**src/rtl/vm_cfg_pkg.sv**
```systemverilog
// vm_cfg_pkg: shared FSM states, register map and item-word layout for the vending-machine config bus
package vm_cfg_pkg;

  typedef enum logic [1:0] {
    IDLE,
    SETUP,
    ACCESS,
    RESP
  } state_t;

  localparam logic [14:0] MAIN_CFG_ADDR  = 15'h0000;
  localparam logic [14:0] ITEM_BASE_ADDR = 15'h0004;
  localparam int          ITEM_STRIDE    = 4;

  localparam int PRICE_LSB = 0;
  localparam int PRICE_MSB = 15;
  localparam int AVAIL_LSB = 16;
  localparam int AVAIL_MSB = 23;
  localparam int DISP_LSB  = 24;
  localparam int DISP_MSB  = 31;

  // Byte address of item n's config word
  function automatic logic [14:0] item_addr(input int unsigned n);
    return ITEM_BASE_ADDR + 15'(n * ITEM_STRIDE);
  endfunction

endpackage

```
**src/rtl/vm_cfg_apb_master_if.sv**
```systemverilog
// vm_cfg_apb_master_if: command, response and APB signals of the config requester
interface vm_cfg_apb_master_if #(
  parameter int ADDR_WIDTH = 15,
  parameter int DATA_WIDTH = 32
);

  logic                  cmd_valid;
  logic                  cmd_ready;
  logic                  cmd_write;
  logic [ADDR_WIDTH-1:0] cmd_addr;
  logic [DATA_WIDTH-1:0] cmd_wdata;
  logic                  rsp_valid;
  logic                  rsp_ready;
  logic [DATA_WIDTH-1:0] rsp_rdata;
  logic                  rsp_err;
  logic [ADDR_WIDTH-1:0] paddr;
  logic                  psel;
  logic                  penable;
  logic                  pwrite;
  logic [DATA_WIDTH-1:0] pwdata;
  logic [DATA_WIDTH-1:0] prdata;
  logic                  pready;
  logic                  cfg_mode;

  modport master (
    input  cmd_valid, cmd_write, cmd_addr, cmd_wdata, rsp_ready, prdata, pready,
    output cmd_ready, rsp_valid, rsp_rdata, rsp_err, paddr, psel, penable, pwrite, pwdata, cfg_mode
  );

  modport slave (
    output cmd_valid, cmd_write, cmd_addr, cmd_wdata, rsp_ready, prdata, pready,
    input  cmd_ready, rsp_valid, rsp_rdata, rsp_err, paddr, psel, penable, pwrite, pwdata, cfg_mode
  );

endinterface

```
**src/rtl/vm_cfg_apb_master.sv**
```systemverilog
// vm_cfg_apb_master: single-beat APB requester for config traffic; VM_APB_TIMEOUT_EN adds an ACCESS-phase timeout
module vm_cfg_apb_master
  import vm_cfg_pkg::*;
#(
  parameter int ADDR_WIDTH     = 15,
  parameter int DATA_WIDTH     = 32,
  parameter int TIMEOUT_CYCLES = 64
) (
  input logic                 pclk,
  input logic                 prstn,
  vm_cfg_apb_master_if.master bus
);

  state_t                state, state_nx;
  logic [ADDR_WIDTH-1:0] paddr_nx;
  logic [DATA_WIDTH-1:0] pwdata_nx, rsp_rdata_nx;
  logic                  pwrite_nx, psel_nx, penable_nx, cfg_mode_nx, rsp_valid_nx, rsp_err_nx;
  logic                  timeout;

`ifdef VM_APB_TIMEOUT_EN
  localparam int TW = $clog2(TIMEOUT_CYCLES + 1);
  logic [TW-1:0] tcnt;
  // Count ACCESS cycles without pready, restarting at every SETUP
  always_ff @(posedge pclk or negedge prstn)
    if (!prstn) tcnt <= '0;
    else if (state == SETUP) tcnt <= '0;
    else if (state == ACCESS && !bus.pready) tcnt <= tcnt + 1'b1;
  assign timeout = state == ACCESS && !bus.pready && tcnt == TW'(TIMEOUT_CYCLES - 1);
`else
  assign timeout = 1'b0;
`endif

  assign bus.cmd_ready = state == IDLE;

  // Next state and next values of every registered output
  always_comb begin
    state_nx     = state;
    paddr_nx     = bus.paddr;
    pwdata_nx    = bus.pwdata;
    pwrite_nx    = bus.pwrite;
    psel_nx      = 1'b0;
    penable_nx   = 1'b0;
    cfg_mode_nx  = 1'b0;
    rsp_valid_nx = bus.rsp_valid;
    rsp_rdata_nx = bus.rsp_rdata;
    rsp_err_nx   = bus.rsp_err;
    case (state)
      IDLE:
        if (bus.cmd_valid) begin
          paddr_nx  = bus.cmd_addr;
          pwdata_nx = bus.cmd_wdata;
          pwrite_nx = bus.cmd_write;
          if (bus.cmd_addr[1:0] != 2'b00) begin
            state_nx     = RESP;
            rsp_valid_nx = 1'b1;
            rsp_err_nx   = 1'b1;
            rsp_rdata_nx = '0;
          end else begin
            state_nx    = SETUP;
            psel_nx     = 1'b1;
            cfg_mode_nx = 1'b1;
          end
        end
      SETUP: begin
        state_nx    = ACCESS;
        psel_nx     = 1'b1;
        penable_nx  = 1'b1;
        cfg_mode_nx = 1'b1;
      end
      ACCESS:
        if (bus.pready || timeout) begin
          state_nx     = RESP;
          rsp_valid_nx = 1'b1;
          rsp_err_nx   = !bus.pready;
          rsp_rdata_nx = (bus.pready && !bus.pwrite) ? bus.prdata : '0;
        end else begin
          psel_nx     = 1'b1;
          penable_nx  = 1'b1;
          cfg_mode_nx = 1'b1;
        end
      RESP:
        if (bus.rsp_ready) begin
          state_nx     = IDLE;
          rsp_valid_nx = 1'b0;
        end
      default: state_nx = IDLE;
    endcase
  end

  // State and output registers; reset drops the bus immediately
  always_ff @(posedge pclk or negedge prstn)
    if (!prstn) begin
      state         <= IDLE;
      bus.paddr     <= '0;
      bus.pwdata    <= '0;
      bus.pwrite    <= 1'b0;
      bus.psel      <= 1'b0;
      bus.penable   <= 1'b0;
      bus.cfg_mode  <= 1'b0;
      bus.rsp_valid <= 1'b0;
      bus.rsp_rdata <= '0;
      bus.rsp_err   <= 1'b0;
    end else begin
      state         <= state_nx;
      bus.paddr     <= paddr_nx;
      bus.pwdata    <= pwdata_nx;
      bus.pwrite    <= pwrite_nx;
      bus.psel      <= psel_nx;
      bus.penable   <= penable_nx;
      bus.cfg_mode  <= cfg_mode_nx;
      bus.rsp_valid <= rsp_valid_nx;
      bus.rsp_rdata <= rsp_rdata_nx;
      bus.rsp_err   <= rsp_err_nx;
    end

endmodule
```
**src/flat_wrapper.sv**
```systemverilog
// flat-port wrapper written by rule: the top's interface ports become plain ports
module vm_cfg_apb_master_flat import vm_cfg_pkg::*;
#(
  parameter int ADDR_WIDTH     = 15,
  parameter int DATA_WIDTH     = 32,
  parameter int TIMEOUT_CYCLES = 64
)
  (pclk, prstn, bus_cmd_valid, bus_cmd_write, bus_cmd_addr, bus_cmd_wdata, bus_rsp_ready, bus_prdata, bus_pready, bus_cmd_ready, bus_rsp_valid, bus_rsp_rdata, bus_rsp_err, bus_paddr, bus_psel, bus_penable, bus_pwrite, bus_pwdata, bus_cfg_mode);
  vm_cfg_apb_master_if #(.ADDR_WIDTH(ADDR_WIDTH), .DATA_WIDTH(DATA_WIDTH)) bus_i ();
  input logic pclk;
  input logic prstn;
  input wire logic [$bits(bus_i.cmd_valid)-1:0] bus_cmd_valid;
  input wire logic [$bits(bus_i.cmd_write)-1:0] bus_cmd_write;
  input wire logic [$bits(bus_i.cmd_addr)-1:0] bus_cmd_addr;
  input wire logic [$bits(bus_i.cmd_wdata)-1:0] bus_cmd_wdata;
  input wire logic [$bits(bus_i.rsp_ready)-1:0] bus_rsp_ready;
  input wire logic [$bits(bus_i.prdata)-1:0] bus_prdata;
  input wire logic [$bits(bus_i.pready)-1:0] bus_pready;
  output wire logic [$bits(bus_i.cmd_ready)-1:0] bus_cmd_ready;
  output wire logic [$bits(bus_i.rsp_valid)-1:0] bus_rsp_valid;
  output wire logic [$bits(bus_i.rsp_rdata)-1:0] bus_rsp_rdata;
  output wire logic [$bits(bus_i.rsp_err)-1:0] bus_rsp_err;
  output wire logic [$bits(bus_i.paddr)-1:0] bus_paddr;
  output wire logic [$bits(bus_i.psel)-1:0] bus_psel;
  output wire logic [$bits(bus_i.penable)-1:0] bus_penable;
  output wire logic [$bits(bus_i.pwrite)-1:0] bus_pwrite;
  output wire logic [$bits(bus_i.pwdata)-1:0] bus_pwdata;
  output wire logic [$bits(bus_i.cfg_mode)-1:0] bus_cfg_mode;
  assign bus_i.cmd_valid = bus_cmd_valid;
  assign bus_i.cmd_write = bus_cmd_write;
  assign bus_i.cmd_addr = bus_cmd_addr;
  assign bus_i.cmd_wdata = bus_cmd_wdata;
  assign bus_i.rsp_ready = bus_rsp_ready;
  assign bus_i.prdata = bus_prdata;
  assign bus_i.pready = bus_pready;
  assign bus_cmd_ready = bus_i.cmd_ready;
  assign bus_rsp_valid = bus_i.rsp_valid;
  assign bus_rsp_rdata = bus_i.rsp_rdata;
  assign bus_rsp_err = bus_i.rsp_err;
  assign bus_paddr = bus_i.paddr;
  assign bus_psel = bus_i.psel;
  assign bus_penable = bus_i.penable;
  assign bus_pwrite = bus_i.pwrite;
  assign bus_pwdata = bus_i.pwdata;
  assign bus_cfg_mode = bus_i.cfg_mode;
  vm_cfg_apb_master #(.ADDR_WIDTH(ADDR_WIDTH), .DATA_WIDTH(DATA_WIDTH), .TIMEOUT_CYCLES(TIMEOUT_CYCLES)) u_core (.pclk(pclk), .prstn(prstn), .bus(bus_i));
endmodule
```
**config.mk**
```make
export PLATFORM = sky130hd
export DESIGN_NAME = vm_cfg_apb_master_flat
export DESIGN_NICKNAME = d
export VERILOG_FILES = /design/src/rtl/vm_cfg_pkg.sv /design/src/rtl/vm_cfg_apb_master_if.sv /design/src/rtl/vm_cfg_apb_master.sv /design/src/flat_wrapper.sv
export SDC_FILE = /design/constraint.sdc
export NUM_CORES = 1
export LEC_CHECK = 0
export CAP_MARGIN = 20
export CORE_MARGIN = 5
export CORE_UTILIZATION = 36
export DETAILED_ROUTE_END_ITERATION = 7
export GPL_ROUTABILITY_DRIVEN = 1
export PLACE_DENSITY_LB_ADDON = 0.25
export SLEW_MARGIN = 20
export SYNTH_ARGS = -nofsm -noshare
export SYNTH_HDL_FRONTEND = slang
export SYNTH_SLANG_ARGS = --single-unit
```
**constraint.sdc**
```tcl
create_clock -name pclk -period 1.55 [get_ports pclk]
set_clock_uncertainty 0.05 [all_clocks]
set_input_delay 0.31 -clock pclk [delete_from_list [all_inputs] [get_ports pclk]]
set_output_delay 0.31 -clock pclk [all_outputs]
set_load 0.1 [all_outputs]
```
==> flow_summary.toml <==
[status]
outcome = "complete, but fails checks"
violations = "setup timing"

[worst_setup_path]
required_ps = 1190
crit_fanout = 6
end_kind = "primary output"
critPathLaunchType = "register"
critPathArrivalTime_ps = 1380
worst-setup-path-type = "reg -> out"
reg2reg_depth = 9

[sta]
finalHoldViolCount = 0
min_period_ps = 1740
tightest_slew_ps = 407
setup_ws_ps = -189
max_freq_ghz = 0.575
fin_crit_sh_pct = 112
slew_headroom_pct = 72.8
setup_violations = 87
drv_slew = 0
rsz0062_at_grt = "true"

[route]
route.detailed.drc = 0
viasPerCell = 4.96
vias = 2655
totalWireLength_um = 10500
drtIter0Drc = 65
drt-pass1-iter-count = 4
postRouteAntennaNets = 0
avgRoutedWirePerCell_um = 19.7

[layout]
multiInputGateArea_um2 = 1250
final_util_pct = 73.7
final_common_cell = "buf_12"
final_layout_size_suffix_gt1_share_pct = 53.3
n_fill_cell = 596
antennaDiodeCount = 0
final_nets = 510
area_growth_pct = 101
layout_common_cells = "buf_12 (93), clkdlybuf4s50_1 (83), dfrtp_1 (83)"
ff_latch_area_um2 = 2160

[clocking]
cts_tree = "done"
clock_latency_ps = 350
clkTransAtPathRegs_ps = 90
numCtsBuffers = 9
clockBufferDepth = 2
root_buffer = "clkbuf_8"
htree_num_levels = 3
clock_sinks = 86

[floorplan]
coreArea_um2 = 9200
std_cell_rows = 35
start_util_pct = 36.7
fp.dieArea_um2 = 11400
die_w_um = 107
io-pin-count = 171
die_h_um = 107

[synth]
netlist_area_um2 = 3370
synth_top_family_by_area = "multiplexers"
synthAdderAreaFrac_pct = 1.85
synth.distinct_cells = 26
avgSynthCellArea_um2 = 15.8
ys_ff_latch = 86
synth_compound_area_share_pct = 11.8
ys_warn_count = 0
synth-seq-area-share_pct = 63.8
synth_nets = 304
yosys.area_share.simple_pct = 2.78
postSynthCellCount = 214
muxShareOfSynthArea_pct = 16.0
synthXorXnorAreaFrac_pct = 0

[hold_path]
hp-class = "in -> async"

[grt]
gr-total-overflow = 0
grt_pass1_wl_um = 16700
grt_usage_pct = 19.1
grt_max_degree = 43
grt_pass1_vias = 2935
antenna_found_initial = 0

[job]
drv_cap = 0

[placement]
io_buffers = 170
dp.final_hpwl_um = 7480
gp_congestion = 0.722
## cell usage after synthesis (all sizes together)
| master | instances | area, um2 |
|---|---|---|
| o32a | 1 | 11.3 |
| a21oi | 1 | 5.00 |
| nor3 | 3 | 15.0 |
| ha | 5 | 62.6 |
| nor3b | 1 | 7.51 |
| and3 | 1 | 7.51 |
| buf | 13 | 114 |
| a211o | 1 | 17.5 |
| o2bb2ai | 2 | 17.5 |
| or3 | 2 | 12.5 |
| mux2 | 48 | 541 |
| o21ai | 1 | 8.76 |
| a22o | 32 | 300 |
| nor2b | 3 | 18.8 |
| nand2 | 3 | 11.3 |
| and2b | 1 | 7.51 |
| a2111oi | 1 | 8.76 |
| a211oi | 1 | 20.0 |
| nor2 | 3 | 13.8 |
| inv | 4 | 15.0 |
| a21boi | 1 | 7.51 |
| dfrtp | 86 | 2150 |
## timing repair
| action | CTS | global route |
|---|---|---|
| hold endpoints to repair | 21 | 0 |
| hold buffers | 1 | 0 |
| pin swaps | 6 | 5 |
| gates cloned | 5 | 0 |
| setup buffers | 10 | 2 |
| resized for setup | 24 | 10 |
| endpoints found under the setup margin | 85 | 87 |
## metal layers
| layer | GRT usage [%] | vias to the layer above | part of all wire (%) |
|---|---|---|---|
| li1 | - | 1196 | - |
| met1 | 22.3 | 1353 | 38 |
| met2 | 33.3 | 92 | 53 |
| met3 | 5.90 | 14 | 6.2 |
| met4 | 6.39 | 0 | 1.9 |
| met5 | 0 | - | 0 |
## worst max-delay path, stage by stage, from the launching register on
cell and delay, ps:
dfrtp_2 460, inv_2 100, ha_4 160, buf_12 130, buf_16 170
## per-stage QoR
step,hold WS (ps),cell area (um2),cells,worst slack (ps),TNS [ps]
floorplan,-35.6,3390,214,-301,-13520
global placement,183,6190,502,-824,-39590
detailed placement,186,6200,503,-528,-28660
CTS,330,6740,534,-186,-8700
global route,372,6780,535,-249,-14190
finish,348,6780,535,-189,-10120
## area by class of cell
| type | count | area share [%] |
|---|---|---|
| Clock buffer | 10 | 2.03 |
| Multi-Input combinational cell | 114 | 18.4 |
| Clock inverter | 5 | 1.57 |
| Timing Repair Buffer | 205 | 43.9 |
| Sequential cell | 86 | 31.8 |
| Inverter | 4 | 0.221 |
| Tap cell | 111 | 2.05 |
## flip-flops by register name (all words and copies together), names as in the netlist, 2 cells and up
signal and cells:
u_core.bus.paddr 15, u_core.state 2, u_core.bus.pwdata 32, u_core.bus.rsp_rdata 32
## logic make-up (layout without fill, tap and decap cells)
| kind of cell | count (synthesis) | after routing |
|---|---|---|
| AOI/OAI and AO/OA | 41 | 44 |
| adders and majority gates | 5 | 5 |
| buffers and inverters | 17 | 224 |
| DFF | 86 | 86 |
| muxes | 48 | 48 |
| and+or+nand+nor | 17 | 17 |
## worst paths after layout
path | start | end | slack, ps
hold / removal | prstn | u_core.bus.penable | 350
min in group pclk | bus_cmd_wdata[28] | u_core.bus.pwdata[28] | 510
setup reg to reg | u_core.state[0] | u_core.state[0] | -170
max in group asynchronous | prstn | u_core.bus.rsp_rdata[31] | 570
hold reg to reg | u_core.bus.rsp_rdata[24] | u_core.bus.rsp_rdata[24] | 520
setup / recovery | u_core.state[1] | bus_cmd_ready | -190
Power is not shown: default switching activity piles up to over one toggle a cycle in this logic, so the estimate is an artifact.
